## src/rtl/alu_exec_unit.sv

```systemverilog
// alu_exec_unit: single-issue integer execute unit (ADD/SUB/logic/SLT/shifts).
// Optional macro ALU_EXEC_MUL_EN builds an iterative shift-add unsigned MUL on
// ctrl 4'b1000; without it that code is reported as illegal and the unit never
// stalls.
module alu_exec_unit #(
    parameter int unsigned DATA_W = 16
) (
    input  logic              clk,
    input  logic              reset,
    input  logic              in_valid,
    output logic              in_ready,
    input  logic [3:0]        ctrl,
    input  logic [DATA_W-1:0] a,
    input  logic [DATA_W-1:0] b,
    output logic              out_valid,
    output logic [DATA_W-1:0] result,
    output logic [DATA_W-1:0] result_hi,
    output logic              zero,
    output logic              ovf,
    output logic              illegal
);

    localparam int unsigned MSB = DATA_W - 1;

    localparam logic [3:0] OP_ADD = 4'b0000;
    localparam logic [3:0] OP_SUB = 4'b0001;
    localparam logic [3:0] OP_AND = 4'b0010;
    localparam logic [3:0] OP_OR  = 4'b0011;
    localparam logic [3:0] OP_XOR = 4'b0100;
    localparam logic [3:0] OP_SLT = 4'b0101;
    localparam logic [3:0] OP_SLL = 4'b0110;
    localparam logic [3:0] OP_SRL = 4'b0111;

`ifdef ALU_EXEC_MUL_EN
    localparam logic [3:0]  OP_MUL = 4'b1000;
    localparam int unsigned CNT_W  = 5;
    localparam int unsigned PW     = 2 * DATA_W;

    typedef enum logic {S_IDLE, S_MUL} state_t;

    state_t            state, state_d;
    logic [CNT_W-1:0]  cnt, cnt_d;
    logic [PW-1:0]     acc, acc_d, acc_step;
    logic [PW-1:0]     mcand, mcand_d;
    logic [DATA_W-1:0] mplier, mplier_d;

    assign in_ready = (state == S_IDLE);
`else
    assign in_ready = 1'b1;
`endif

    logic [DATA_W-1:0] sum, diff, b_neg, alu_res;
    logic              alu_ovf, alu_ill;
    logic [3:0]        shamt;
    logic [DATA_W-1:0] result_d, result_hi_d;
    logic              out_valid_d, zero_d, ovf_d, illegal_d;

    assign sum   = a + b;
    assign b_neg = ~b + DATA_W'(1);
    assign diff  = a + b_neg;
    assign shamt = b[3:0];

    // Single-cycle ALU result, overflow and illegal-code decode.
    always_comb begin
        alu_res = '0;
        alu_ovf = 1'b0;
        alu_ill = 1'b0;
        case (ctrl)
            OP_ADD: begin
                alu_res = sum;
                alu_ovf = (a[MSB] == b[MSB]) && (sum[MSB] != a[MSB]);
            end
            OP_SUB: begin
                alu_res = diff;
                alu_ovf = (a[MSB] == b_neg[MSB]) && (diff[MSB] != a[MSB]);
            end
            OP_AND:  alu_res = a & b;
            OP_OR:   alu_res = a | b;
            OP_XOR:  alu_res = a ^ b;
            OP_SLT:  alu_res = DATA_W'($signed(a) < $signed(b));
            OP_SLL:  alu_res = a << shamt;
            OP_SRL:  alu_res = a >> shamt;
            default: alu_ill = 1'b1;
        endcase
    end

    // Next-state and output logic: accept in IDLE, one shift-add step per cycle in MUL.
    always_comb begin
        out_valid_d = 1'b0;
        result_d    = result;
        result_hi_d = result_hi;
        zero_d      = zero;
        ovf_d       = ovf;
        illegal_d   = illegal;
`ifdef ALU_EXEC_MUL_EN
        state_d  = state;
        cnt_d    = cnt;
        acc_d    = acc;
        mcand_d  = mcand;
        mplier_d = mplier;
        acc_step = acc + (mplier[0] ? mcand : '0);

        if (state == S_MUL) begin
            acc_d    = acc_step;
            mcand_d  = mcand << 1;
            mplier_d = mplier >> 1;
            cnt_d    = cnt + CNT_W'(1);
            if (cnt == CNT_W'(DATA_W - 1)) begin
                {result_hi_d, result_d} = acc_step;
                zero_d      = (acc_step[DATA_W-1:0] == '0);
                ovf_d       = 1'b0;
                illegal_d   = 1'b0;
                out_valid_d = 1'b1;
                state_d     = S_IDLE;
            end
        end else if (in_valid && (ctrl == OP_MUL)) begin
            state_d  = S_MUL;
            cnt_d    = '0;
            acc_d    = '0;
            mcand_d  = PW'(a);
            mplier_d = b;
        end else
`endif
        if (in_valid) begin
            out_valid_d = 1'b1;
            result_d    = alu_res;
            result_hi_d = '0;
            zero_d      = (alu_res == '0);
            ovf_d       = alu_ovf;
            illegal_d   = alu_ill;
        end
    end

    // State and output registers, cleared asynchronously.
    always_ff @(posedge clk or posedge reset) begin
        if (reset) begin
            out_valid <= 1'b0;
            result    <= '0;
            result_hi <= '0;
            zero      <= 1'b0;
            ovf       <= 1'b0;
            illegal   <= 1'b0;
`ifdef ALU_EXEC_MUL_EN
            state     <= S_IDLE;
            cnt       <= '0;
            acc       <= '0;
            mcand     <= '0;
            mplier    <= '0;
`endif
        end else begin
            out_valid <= out_valid_d;
            result    <= result_d;
            result_hi <= result_hi_d;
            zero      <= zero_d;
            ovf       <= ovf_d;
            illegal   <= illegal_d;
`ifdef ALU_EXEC_MUL_EN
            state     <= state_d;
            cnt       <= cnt_d;
            acc       <= acc_d;
            mcand     <= mcand_d;
            mplier    <= mplier_d;
`endif
        end
    end

endmodule

```

## config.mk

```make
export PLATFORM = sky130hd
export DESIGN_NAME = alu_exec_unit
export DESIGN_NICKNAME = d
export VERILOG_FILES = /design/src/rtl/alu_exec_unit.sv
export SDC_FILE = /design/constraint.sdc
export NUM_CORES = 1
export LEC_CHECK = 0
export ABC_AREA = 1
export BUFFER_PORTS_ARGS = -buffer_cell sky130_fd_sc_hd__buf_2
export CAP_MARGIN = 0
export CORE_ASPECT_RATIO = 0.75
export CORE_MARGIN = 2
export CORE_UTILIZATION = 38
export CTS_BUF_LIST = sky130_fd_sc_hd__clkbuf_16
export CTS_CLUSTER_DIAMETER = 30
export CTS_CLUSTER_SIZE = 24
export DETAILED_ROUTE_END_ITERATION = 10
export PLACE_DENSITY = 0.65
export SETUP_SLACK_MARGIN = 0.05
export SYNTH_ARGS = -nofsm -noshare
export SYNTH_HDL_FRONTEND = slang
export SYNTH_SLANG_ARGS = --single-unit
```

## constraint.sdc

```tcl
create_clock -name clk -period 1.4 [get_ports clk]
set_input_delay 0.14 -clock clk [delete_from_list [all_inputs] [get_ports clk]]
set_output_delay 0.14 -clock clk [all_outputs]
set_load 0.01 [all_outputs]
```

== Word level (Yosys, flattened, before mapping) ==
Index checks and enable logic that the tools add are counted.

* $add $sub $neg: 3
* $lt $le $gt $ge: 1
* Equal/unequal tests: 11
* Shifts and indexed selects: 2
* Mux-type cells: 4
* Bitwise operators: 4
* Reductions and logical operators: 5

{| class="wikitable"
|+ Operator list
! operator !! number
|-
| $pmux W16 S8 || 1
|-
| $add A16 B16 Y16 || 2
|-
| $add A16 B1 Y16 const B || 1
|-
| $and A16 B16 Y16 || 1
|-
| $eq A4 B3 Y1 const B || 4
|-
| $logic_not A16 Y1 || 1
|-
| $lt A16 B16 Y1 || 1
|-
| $not A16 Y16 || 1
|-
| $or A16 B16 Y16 || 1
|-
| $shl A16 B4 Y16 || 1
|-
| $shr A16 B4 Y16 || 1
|-
| $xor A16 B16 Y16 || 1
|-
| $eq A4 B2 Y1 const B || 2
|-
| $reduce_or A8 Y1 || 1
|-
| $eq A4 B1 Y1 const B || 1
|-
| $logic_not A4 Y1 || 1
|-
| $eq A1 B1 Y1 || 2
|-
| $logic_and A1 B1 Y1 || 2
|-
| $mux W1 || 2
|-
| $ne A1 B1 Y1 || 2
|-
| $pmux W1 S2 || 1
|}

* Register bits after elaboration: 20
* Input bits: 39
* Output and inout bits: 37
* Logic and storage cells: 35

== Logic depth before layout (Yosys ltp) ==
Gate-level depths: netlist (run 1).

* Word-level depth: 6
* Gate-level depth with buffers: 28
* Gate-level depth less buffers: 26

== Worst setup path after synthesis (run 1) ==
Ideal clock, no wire load.

* Kind: input to register
* Start: in b[0]
* End: reg zero
* Data arrival time: 2762 ps
* Required time: 1334 ps
* Slack: -1428 ps
* Cell stages on the path: 27
* Path buffers: 2
* Cell sequence: buf_6 -> inv_4 -> buf_12 -> ha_1 -> nand3_2 -> nor2_2 -> nand3_1 -> nor2_1 -> nand2_1 -> nor2_1 -> nand3_1 -> nand2_1 -> inv_1 -> ha_1 -> nand2_1 -> inv_1 -> nand2_1 -> nand2_1 -> a21oi_1 -> nand3_1 -> nand3_1 -> nand3_1 -> nor2_1 -> nand2_1 -> nor2_1 -> nand2_1 -> nand2_1

* Cells in the longest elaborated chain, start to end: 5

{| class="wikitable"
|+ Ends and longest elaborated chain
! item !! line !! source
|-
| start, declared || 14 || <nowiki>input logic [DATA_W-1:0] b,</nowiki>
|-
| $not A16 Y16 || 59 || <nowiki>assign b_neg = ~b + DATA_W'(1);</nowiki>
|-
| $add A16 B1 Y16 || 59 ||
|-
| $add A16 B16 Y16 || 60 || <nowiki>assign diff = a + b_neg;</nowiki>
|-
| $pmux W16 S8 (*) || 68 || <nowiki>case (ctrl)</nowiki>
|-
| $logic_not A16 Y1 (*) || 128 || <nowiki>zero_d = (alu_res == '0);</nowiki>
|-
| end signal, assigned || 154 || <nowiki>zero <= zero_d;</nowiki>
|-
| end, declared || 18 || <nowiki>output logic zero,</nowiki>
|}

Mark *: on every way between the ends. The rest lies on a longest branch, timed or not.
A chain may end at the register's enable or synchronous reset.

== Final worst setup path (run 1) ==
* Start: in b[0]
* End: reg ovf

* Cells in the longest elaborated chain, start to end: 6

{| class="wikitable"
|+ Ends and longest elaborated chain
! item !! line !! source
|-
| $not A16 Y16 || 59 ||
|-
| $add A16 B1 Y16 || 59 ||
|-
| $add A16 B16 Y16 || 60 ||
|-
| $ne A1 B1 Y1 || 75 || <nowiki>alu_ovf = (a[MSB] == b_neg[MSB]) && (diff[MSB] != a[MSB]);</nowiki>
|-
| $logic_and A1 B1 Y1 || 75 ||
|-
| $pmux W1 S2 (*) || 68 ||
|-
| end signal, assigned || 155 || <nowiki>ovf <= ovf_d;</nowiki>
|-
| end, declared || 19 || <nowiki>output logic ovf,</nowiki>
|}

Marked as above.

==> impl_metrics.py, run 1 <==
metrics = {
    "place": {
        "io_buffers": 58,
        "hpwlAfterDp_mm": 18.7,
        "pre_cts_slack_ns": -1.45,
        "gp_congestion": 1.01,
    },
    "pwr": {
        "p_leak_uw": 0.00498,
        "total_power_uw": 4460,
        "cellPowerDensity_mw_per_mm2": 497,
        "irDropWorstVdd_mv": 0.670,
    },
    "grt": {
        "antenna_found_initial": 0,
        "grt_pass1_vias": 7104,
        "overflow": 0,
        "grt_max_degree": 38,
        "grt_pass1_wl_mm": 36.1,
        "grt_usage_pct": 28.1,
    },
    "synthesis": {
        "syn_area_per_cell_um2": 5.51,
        "yosys.area_share.simple_pct": 50.1,
        "yosys.area.top_type": "nand2_1",
        "synth_warnings": 0,
        "synth_top_area_share_pct": 20.6,
        "synth_seq_cells": 20,
        "syn_area_mm2": 0.00571,
        "ys_seq_area_share_pct": 8.76,
        "async_flop_share_pct": 100,
        "synth_compound_area_share_pct": 8.55,
        "synthTopCellsByArea": "nand2_1 (21%), nand3_1 (16%), ha_1 (15%)",
        "syn_inst": 1037,
        "synth_fa_ha_area_share_pct": 15.4,
        "synth_mux_area_share_pct": 0,
        "ys.flop_type": "dfrtp_1",
        "synth_edf_count": 0,
        "synth_top_family_by_area": "simple AND/OR/NAND/NOR gates",
        "synth-xor-area-share_pct": 1.53,
        "synth.distinct_cells": 39,
    },
    "clock_network": {
        "cts_max_level": 1,
        "cts-buffers-inserted": 3,
        "clkTransAtPathRegs_ns": 0.05,
        "clk-insertion-delay-late_ns": 0.25,
        "cts_tree": "built",
        "cts_root_buffer": "clkbuf_16",
        "clk_path_buf_depth": 2,
        "cts.sinks": 20,
    },
    "final_layout": {
        "post_route_cells_drive_above_1_share_pct": 37.1,
        "fillCellCount": 1367,
        "areaGrowthSynthToFinish_pct": 57.1,
        "final_common_cell": "nand2_1",
        "seq_area_um2": 500,
        "multiInputGateArea_mm2": 0.00529,
        "layout.nets": 1414,
        "most-common-layout-cells": "nand2_1 (273), buf_4 (198), nand3_1 (153), inv_1 (132), nor2_1 (81)",
        "antenna_cells": 0,
    },
    "timing": {
        "slew_viol_final": 0,
        "rsz0062_at_grt": "true",
        "final-setup-viol-count": 18,
        "period_share_pct": 179,
        "clock-skew-final_ns": 0,
        "fmax_mhz": 398,
        "fin_crit_ns": 2.51,
        "hold_viol_final": 0,
        "layout_setup_ws_ns": -1.11,
    },
    "route": {
        "dr.pass1.iters": 7,
        "ant_nets": 0,
        "dr_total_vias": 7713,
        "wl_mm": 23.6,
        "wl_per_cell_um": 15.7,
        "drc": 0,
        "first_iter_violations": 597,
        "via_per_inst": 5.13,
    },
    "setup_path": {
        "setup.worst_path.end_class": "register",
        "ff2ff_setup_slack_ns": 0.71,
        "critPathRequiredTime_ns": 1.57,
        "r2r_start": "result[1]",
        "arrival_ns": 2.68,
        "start_kind": "input port",
        "criticalPathCategory": "in -> reg",
        "crit_chain": "buf_12 > clkinv_8 > ha_4 > nand3_4 > nor2_4 > nand3_2 > nor2_2 > nand2_1 > nor2_1 > nand3_1 > o21ai_1 > o21ai_1 > inv_1 > ha_4 > a21oi_2 > o21ai_1 > a21oi_1 > nand2_2 > buf_4 > nand2_1 > nand4_1 > a31oi_1",
        "slowest_stage": "ha_4",
        "rr_worst_depth": 2,
        "cp_common_cell": "o21ai_1",
        "reg2reg_to": "result[1]",
        "cpPeakStageDelay_ns": 0.22,
        "cp_max_fo": 3,
    },
    "die": {
        "die_w_um": 146,
        "fp.coreArea_mm2": 0.0146,
        "dieArea_mm2": 0.0160,
        "rows": 38,
        "die_h_um": 110,
        "ios": 76,
        "start_util_pct": 39.1,
    },
    "run_status": {
        "status": "finished with violations",
        "violations": "negative setup slack",
    },
    "flow_run": {
        "drv_cap": 0,
    },
    "hold_path": {
        "whs_path_depth": 1,
        "hp-class": "in -> reg",
        "holdPathEnd": "out_valid",
        "hp-start": "in_valid",
    },
}
-- cell families after synthesis --
group	after synthesis
buf+inv	198
other cells	2
flops	20
simple gates	648
compound gates	90
fa+ha+maj	69
xor+xnor	10
-- final cells by class --
| class | instances | share of cell area, % |
|---|---|---|
| multi-input combinational | 834 | 58.9 |
| timing repair buffer | 290 | 24.9 |
| inverter | 157 | 6.93 |
| sequential | 20 | 5.58 |
| tap | 200 | 2.79 |
| clock buffer | 3 | 0.837 |
-- worst max-delay path by stage --
stage | depth (start not counted) | to | slack, ns | startpoint
floorplan | 26 | zero | -1.25 | b[0]
global placement | 20 | zero | -1.37 | b[0]
detailed placement | 20 | zero | -1.45 | b[0]
CTS | 25 | zero | -1.08 | b[0]
global route | 26 | zero | -1.33 | b[0]
finish | 22 | ovf | -1.11 | b[0]
-- state kept, by name (all words and copies together) (netlist names) --
register / cells
illegal: 1
result: 16
out_valid: 1
ovf: 1
zero: 1
-- where the power goes --
group | internal [µW] | total [µW] | switching [µW]
clock network | 376 | 571 | 194
registers | 643 | 680 | 37.0
logic | 1410 | 3200 | 1790
total | 2430 | 4460 | 2020
-- timing repair --
item | in CTS | in global routing
gates resized for setup | 129 | 103
endpoints found under the setup margin | 18 | 18
setup buffers | 13 | 19
hold buffers | 1 | 0
pin swaps | 51 | 85
endpoints found under the hold margin | 20 | 0
-- through the flow --
step / util (%) / instance area [µm²] / hold WS, ns / setup TNS, ns / instances
2_1_floorplan: - / 5970 / 0.104 / -12.90 / 1052
3_3_place_gp: 53.1 / 7740 / 0.174 / -21.16 / 1473
3_5_place_dp: 53.1 / 7740 / 0.174 / -22.17 / 1473
4_1_cts: 57.9 / 8460 / 0.0687 / -13.08 / 1489
5_1_grt: 61.5 / 8970 / 0.0804 / -16.94 / 1504
6_report: 61.5 / 8970 / 0.0738 / -14.78 / 1504
-- worst max-delay path, delay by kind of cell --
family,cells,cell delay [ns]
simple gates,10,1.06
compound gates,6,0.73
buf+inv,4,0.38
fa+ha+maj,2,0.37
-- synth_stat cells, types with 2 or more instances --
cell type  instances
a31oi_1            3
dfrtp_1           20
nand2_4            7
o21ai_1            3
fa_1               2
clkbuf_1           3
nand2_2            3
buf_4             22
inv_1            153
nand3_2            4
a21oi_1           43
nand3b_1           6
buf_2             11
nor2_2             5
nor2_4             3
nand4_1            5
buf_6              4
xnor2_1            2
o21bai_1           4
nand3_1          184
o21ai_0           24
o22ai_1            9
xor2_1             8
conb_1             2
nor2_1            99
nand2_1          313
ha_1              67
or2_2              2
nor3_1            15
inv_2              2
-- metal layers --
metal | global-route usage [%] | vias to the layer above | part of all wire [%]
met1 | 38.9 | 3512 | 44
met4 | 6.86 | 0 | 1.9
met2 | 46.0 | 353 | 44
met3 | 4.69 | 32 | 9.5
li1 | - | 3816 | -
met5 | 0 | - | 0
Note: power is estimated with default switching activity, not from simulation.
==> run 2: changes to the inputs <==
REMOVE_ABC_BUFFERS = 1   (was not set)
==> impl_metrics.py, run 2 (synthesized netlist as in run 1, its figures left out) <==
metrics = {
    "grt": {
        "grt_usage_pct": 28.5,
        "grt_pass1_vias": 7027,
        "grt_pass1_wl_mm": 36.0,
        "grt_max_degree": 31,
        "antenna_found_initial": 0,
        "overflow": 0,
    },
    "flow_run": {
        "drv_cap": 0,
    },
    "timing": {
        "fin_crit_ns": 2.59,
        "layout_setup_ws_ns": -1.19,
        "rsz0062_at_grt": "true",
        "clock-skew-final_ns": 0,
        "fmax_mhz": 387,
        "final-setup-viol-count": 18,
        "hold_viol_final": 0,
        "slew_viol_final": 0,
        "period_share_pct": 185,
        "hold_slack_ns": 0.0669,
    },
    "clock_network": {
        "clk_path_buf_depth": 2,
        "cts-buffers-inserted": 3,
        "cts_max_level": 1,
        "cts_root_buffer": "clkbuf_16",
        "clk-insertion-delay-late_ns": 0.25,
        "clkTransAtPathRegs_ns": 0.06,
        "cts.sinks": 20,
        "cts_tree": "built",
    },
    "setup_path": {
        "critPathRequiredTime_ns": 1.59,
        "reg2reg_to": "result[1]",
        "arrival_ns": 2.78,
        "criticalPathCategory": "in -> reg",
        "cp_max_fo": 3,
        "slowest_stage": "nor2_4",
        "rr_worst_depth": 2,
        "r2r_start": "result[1]",
        "setup.worst_path.end_class": "register",
        "cpPeakStageDelay_ns": 0.24,
        "ff2ff_setup_slack_ns": 0.72,
        "cp_common_cell": "nand2_1",
        "crit_chain": "buf_8 > buf_6 > nor2_4 > nand2_4 > nor2_4 > buf_6 > xor2_4 > ha_4 > nand2_4 > nor2_1 > nand3_2 > nand2_2 > nand2_2 > nand3_4 > nand3_4 > nor2_4 > nand2_1 > nor2_1 > nand2_1 > nor2_1 > nand2_1 > nand2_1",
        "start_kind": "input port",
    },
    "place": {
        "place_area_mm2": 0.00763,
        "gp_congestion": 0.989,
        "io_buffers": 58,
        "hpwlAfterDp_mm": 18.8,
    },
    "final_layout": {
        "post-route-cell-area_mm2": 0.00898,
        "antenna_cells": 0,
        "areaGrowthSynthToFinish_pct": 57.3,
        "largest_reg_flops": 16,
        "post_route_cells_drive_above_1_share_pct": 36.1,
        "largest-register": "result",
        "final_common_cell": "nand2_1",
        "most-common-layout-cells": "nand2_1 (277), buf_4 (191), nand3_1 (154), inv_1 (137), nor2_1 (83)",
        "layout.nets": 1407,
    },
    "die": {
        "fp.coreArea_mm2": 0.0146,
        "start_util_pct": 39.1,
        "ios": 76,
        "die_h_um": 110,
        "die_w_um": 146,
        "dieArea_mm2": 0.0160,
        "rows": 38,
    },
    "pwr": {
        "p_leak_uw": 0.00498,
        "cellPowerDensity_mw_per_mm2": 501,
        "irDropWorstVdd_mv": 0.346,
    },
    "hold_path": {
        "holdPathEnd": "out_valid",
        "hp-class": "in -> reg",
        "hp-start": "in_valid",
        "whs_path_depth": 1,
    },
    "run_status": {
        "violations": "negative setup slack",
        "status": "finished with violations",
    },
    "route": {
        "ant_nets": 0,
        "wl_per_cell_um": 16.2,
        "via_per_inst": 5.15,
        "dr_total_vias": 7719,
        "wl_mm": 24.3,
        "drc": 0,
        "first_iter_violations": 593,
        "dr.pass1.iters": 6,
    },
}
run 2: repair_timing:
action	in CTS	in global routing
hold buffers	1	0
buffers inserted	10	7
pin swaps	67	71
setup endpoints to repair	18	18
cloned	1	0
gates resized for setup	150	110
endpoints found under the hold margin	20	0
run 2: power breakdown:
part / leakage (µW) / switching (µW) / internal (µW)
combinational: 0.00468 / 1820 / 1410
sequential: 0.000259 / 35.7 / 642
clock: 0.0000385 / 210 / 381
run 2: per-layer routing:
metal  GRT usage, %  vias up  wire (µm)
met3           4.32       52       2080
li1               -     3799          -
met5              0        -          0
met2           45.5      366      10400
met1           40.3     3502      11100
met4           7.56        0        672
run 2: metrics by stage:
step | total power, µW | cells | setup TNS, ns | util [%] | setup WS, ns
6_report | 4500 | 1498 | -15.00 | 61.5 | -1.19
2_1_floorplan | 1980 | 1011 | -16.02 | - | -1.48
3_5_place_dp | 3230 | 1477 | -24.64 | 52.3 | -1.69
3_3_place_gp | 3210 | 1477 | -23.91 | 52.3 | -1.68
4_1_cts | 4130 | 1493 | -14.60 | 57.9 | -1.16
5_1_grt | 4800 | 1498 | -16.78 | 61.5 | -1.31
run 2: worst max-delay path, delay by kind of cell:
kind | cells | cell delay, ns
simple gates | 17 | 1.84
buf+inv | 3 | 0.39
xor+xnor | 1 | 0.20
fa+ha+maj | 1 | 0.20
run 2: cell type report:
cell class	instances	area, µm²
clock buffers	3	75.1
flip-flops and latches	20	500
repair buffers	283	2220
clock inverters	1	3.75
multi-input cells	834	5320
inverters	157	609
well taps	200	250
fillers	1395	5610
run 2: how the worst max path moves through the flow:
| stage | startpoint | to | cells after the start |
|---|---|---|---|
| after floorplan | b[1] | zero | 25 |
| after global placement | b[0] | zero | 26 |
| after detailed placement | b[0] | zero | 26 |
| after CTS | b[1] | zero | 25 |
| after global routing | b[0] | zero | 25 |
| final | b[0] | zero | 22 |
